==> src/rtl/systolic_array_out_fifo.sv <==
// Collects elements leaving a systolic array edge into full rows and holds each
// completed row for a valid/ready consumer, so the next row can be gathered meanwhile.

module sys_out_slot #(
    parameter int DW  = 16,
    parameter int CW  = 3,
    parameter int IDX = 0
) (
    input  logic          CLK,
    input  logic          nRST,
    input  logic          accept,
    input  logic [CW-1:0] elem_count,
    input  logic [DW-1:0] d,
    output logic [DW-1:0] q
);
    always_ff @(posedge CLK or negedge nRST) begin
        if (!nRST)
            q <= '0;
        else if (accept && elem_count == CW'(IDX))
            q <= d;
    end
endmodule

module systolic_array_out_fifo #(
    parameter int DW = 16,
    parameter int N  = 4
) (
    input  logic                 CLK,
    input  logic                 nRST,
    input  logic                 shift,
    input  logic [DW-1:0]        in_value,
    output logic                 in_ready,
    input  logic                 clear,
    output logic                 row_valid,
    input  logic                 row_ready,
    output logic [DW*N-1:0]      row_values,
    output logic [$clog2(N):0]   elem_count
);
    localparam int CW = $clog2(N) + 1;

    logic [N-2:0][DW-1:0] acc;
    logic [N-1:0][DW-1:0] row_q;
    logic [CW-1:0]        cnt_q;
    logic                 vld_q;
    logic                 last_elem;
    logic                 accept;
    logic                 complete;

    assign last_elem = (cnt_q == CW'(N - 1));
    // Only the final element of a row can stall, and only behind an unconsumed held row.
    assign in_ready  = !(last_elem && vld_q && !row_ready);
    assign accept    = shift && in_ready && !clear;
    assign complete  = accept && last_elem;

    genvar k;
    generate
        for (k = 0; k < N - 1; k++) begin : g_slot
            sys_out_slot #(.DW(DW), .CW(CW), .IDX(k)) u_slot (
                .CLK        (CLK),
                .nRST       (nRST),
                .accept     (accept),
                .elem_count (cnt_q),
                .d          (in_value),
                .q          (acc[k])
            );
        end
    endgenerate

    always_ff @(posedge CLK or negedge nRST) begin
        if (!nRST) begin
            cnt_q <= '0;
            vld_q <= 1'b0;
            row_q <= '0;
        end else if (clear) begin
            cnt_q <= '0;
            vld_q <= 1'b0;
        end else begin
            if (accept)
                cnt_q <= last_elem ? '0 : cnt_q + 1'b1;
            // A completion in the same cycle as a drain keeps the row valid with new data.
            if (complete) begin
                vld_q <= 1'b1;
                row_q <= {in_value, acc};
            end else if (row_ready) begin
                vld_q <= 1'b0;
            end
        end
    end

    assign row_valid  = vld_q;
    assign row_values = row_q;
    assign elem_count = cnt_q;
endmodule

==> config.mk <==
export PLATFORM = sky130hd
export DESIGN_NAME = systolic_array_out_fifo
export DESIGN_NICKNAME = d
export VERILOG_FILES = /design/src/rtl/systolic_array_out_fifo.sv
export SDC_FILE = /design/constraint.sdc
export NUM_CORES = 1
export LEC_CHECK = 0
export ABC_AREA = 1
export BUFFER_PORTS_ARGS = -buffer_cell sky130_fd_sc_hd__buf_2
export CAP_MARGIN = 5
export CORE_UTILIZATION = 25
export CTS_CLUSTER_DIAMETER = 40
export DETAILED_ROUTE_END_ITERATION = 8
export PLACE_DENSITY = 0.53
export RECOVER_POWER = 25
export SLEW_MARGIN = 20
export SYNTH_ARGS = -nofsm -noshare
export SYNTH_HDL_FRONTEND = slang
export SYNTH_SLANG_ARGS = --single-unit
==> constraint.sdc <==
create_clock -name CLK -period 1.8 [get_ports CLK]
set_input_delay 0.27 -clock CLK [delete_from_list [all_inputs] [get_ports CLK]]
set_output_delay 0.27 -clock CLK [all_outputs]
set_load 0.05 [all_outputs]
==> qor.yml <==
floorplan:
  dieHeight_um: 142
  die_w_um: 142
  start_util_pct: 25.8
  fp-row-count: 50
  ios: 90
  fp.dieArea_um2: 20100
  coreArea_um2: 19000
detailed_routing:
  wirelength_um: 13200
  vias_per_cell: 4.18
  drt-wirelength-per-cell_um: 14.9
  ant_nets: 0
  drc: 0
  vias: 3711
  first_iter_violations: 304
  first_pass_iters: 4
grt:
  grt-ovfl-total: 0
  grt_max_degree: 71
  antenna_found_initial: 0
  grtUsageTotal_pct: 14.1
  grt_pass1_wl_um: 21100
  grt_pass1_vias: 3733
cells_and_area:
  drive_gt1_share_pct: 23.6
  fin_util_pct: 32.6
  fin_nets: 639
  fin_area_um2: 6180
  syn_to_final_growth_pct: 26.4
  finalNonFillerCells: 887
  antenna_cells: 0
setup_path:
  required_ns: 1.53
  critPathArrivalTime_ns: 1.43
  critPathKind: "register to primary output"
  end_kind: "primary output"
  cp-start-kind: "register"
  reg2reg_depth: 8
  crit_fanout: 4
place:
  dp_slack_ns: 0.276
  port_buffers: 89
  placed_cells: 851
  gp_congestion: 0.738
  placed_area_um2: 5580
  dp_hpwl_um: 8830
logic_synthesis:
  synth_compound_area_share_pct: 6.75
  ys_seq_elements: 116
  synthAdderAreaFrac_pct: 1.02
  syn_inst: 522
  synth_simple_gate_area_share_pct: 21.9
  syn-cell-area_um2: 4890
  synth_top_family_by_area: "simple AND/OR/NAND/NOR gates"
  syn_nets: 547
  syn_area_per_cell_um2: 9.37
  yosys_warnings: 0
  synth-xor-area-share_pct: 0
  synth.area.mux_share_pct: 0
  synth_cell_type_count: 20
  synth_seq_area_share_pct: 59.4
power:
  power_mw: 8.50
  leakagePower_nw: 3.31
  power_density_nw_per_um2: 1380
  ir_drop_mv: 0.659
status:
  outcome: "finished clean"
sta:
  final-hold-violation-count: 0
  fin_setup_tns_ns: 0
  setup_ws_ns: 0.101
  finalCritPeriodShare_pct: 94.4
  max_freq_ghz: 0.589
  slew_viol_final: 0
  setup_viol: 0
  period_needed_ns: 1.70
  maxSlewHeadroom_pct: 43.8
  grt_setup_unrepaired: "no"
  skew_ns: 0.00920
  tightest_slew_ns: 0.844
  hold_slack_ns: 0.113
cts:
  cts_buffers: 17
  cts_tree: "done"
  clk_pin_slew_ns: 0.06
  cts.path.max_buffers: 2
  cts-root-buf: "clkbuf_16"
  htree_levels: 4
  cts.sinks: 116
  insertion_delay_ns: 0.41
job:
  maxCapViolCount: 0
worst_hold_path:
  hold_class: "primary input to register"
  min_path_cells: 2
==> sequential cells by signal, summed over array words and instances, names as in the netlist <==
register and flops:
row_values 64, row_valid 1, g_slot.u_slot.q 48, elem_count 3
==> layer usage <==
metal  wire (um)  vias to the layer above  track usage [%]  part of all wire, %
met1        6500                     1741             19.5                   49
met5           0                        -                0                    0
met3         746                       13             4.02                  5.7
met4         177                        0             5.49                  1.3
met2        5760                      100             20.7                   44
li1            -                     1857                -                    -
==> synth_stat cells <==
master    number  area [um^2]
nor2_1         3         11.3
nand4_2        1         12.5
ha_1           4         50.1
a21oi_1        1         5.00
nand2_1      166          623
inv_1         72          270
nor2_4         1         11.3
nand2_4        1         11.3
o21ai_0       11         55.1
nand2_2        1         6.26
o21ai_1       54          270
nand4_1       50          313
buf_4          3         22.5
clkbuf_1       4         15.0
dfrtp_1      116         2900
inv_2          4         15.0
buf_6         15          169
nor2_2         3         18.8
nand4_4        3         63.8
buf_2          9         45.0
==> what timing repair did <==
action / CTS / global route
endpoints found under the hold margin: 26 / 0
hold buffers: 1 / 0
setup endpoints to repair: 1 / 1
gates resized for setup: 3 / 0
setup buffers: 1 / 2
==> cell usage in the layout (no fill, tap or decap), drive strengths merged <==
cell         Yosys  final
nand4           54     54
nor2             7      7
clkbuf           4     25
nand2          168    168
dlygate4sd3      0      1
ha               4      4
buf             27    100
o21ai           65     65
dfrtp          116    116
clkinv           0      8
a21oi            1      1
bufinv           0      2
inv             76     76
==> layout make-up <==
class	count	area, um^2
inverter	76	285
sequential	116	2900
clock inverter	10	104
fill	1985	12800
timing repair buffer	104	621
tap	260	325
multi-input combinational	299	1460
clock buffer	22	484
==> cell families (layout without fill, tap and decap cells) <==
kind of cell,Yosys count,after routing
adders and majority gates,4,4
AOI/OAI and AO/OA,66,66
DFF,116,116
and+or+nand+nor,229,229
buffers and inverters,107,212
==> power by group <==
part	internal (mW)	total, mW	switching, mW
clock	2.17	3.34	1.17
sequential	3.10	3.38	0.277
combinational	0.456	1.79	1.33
==> critical path: stages, from the launching register on <==
cell	delay [ns]
dfrtp_1	0.41
ha_1	0.22
nand2_2	0.11
inv_2	0.07
nand2_4	0.07
buf_8	0.14
==> worst paths after layout <==
kind / from / endpoint / slack (ns)
hold reg to reg: row_values[55] / row_values[55] / 0.47
setup / recovery: elem_count[1] / in_ready / 0.10
max in group asynchronous: nRST / row_values[25] / 0.30
hold / removal: clear / row_valid / 0.11
setup reg to reg: elem_count[1] / g_slot[1].u_slot.q[6] / 0.14
min in group asynchronous: nRST / g_slot[0].u_slot.q[1] / 0.50
(Power assumes the default switching activity.)
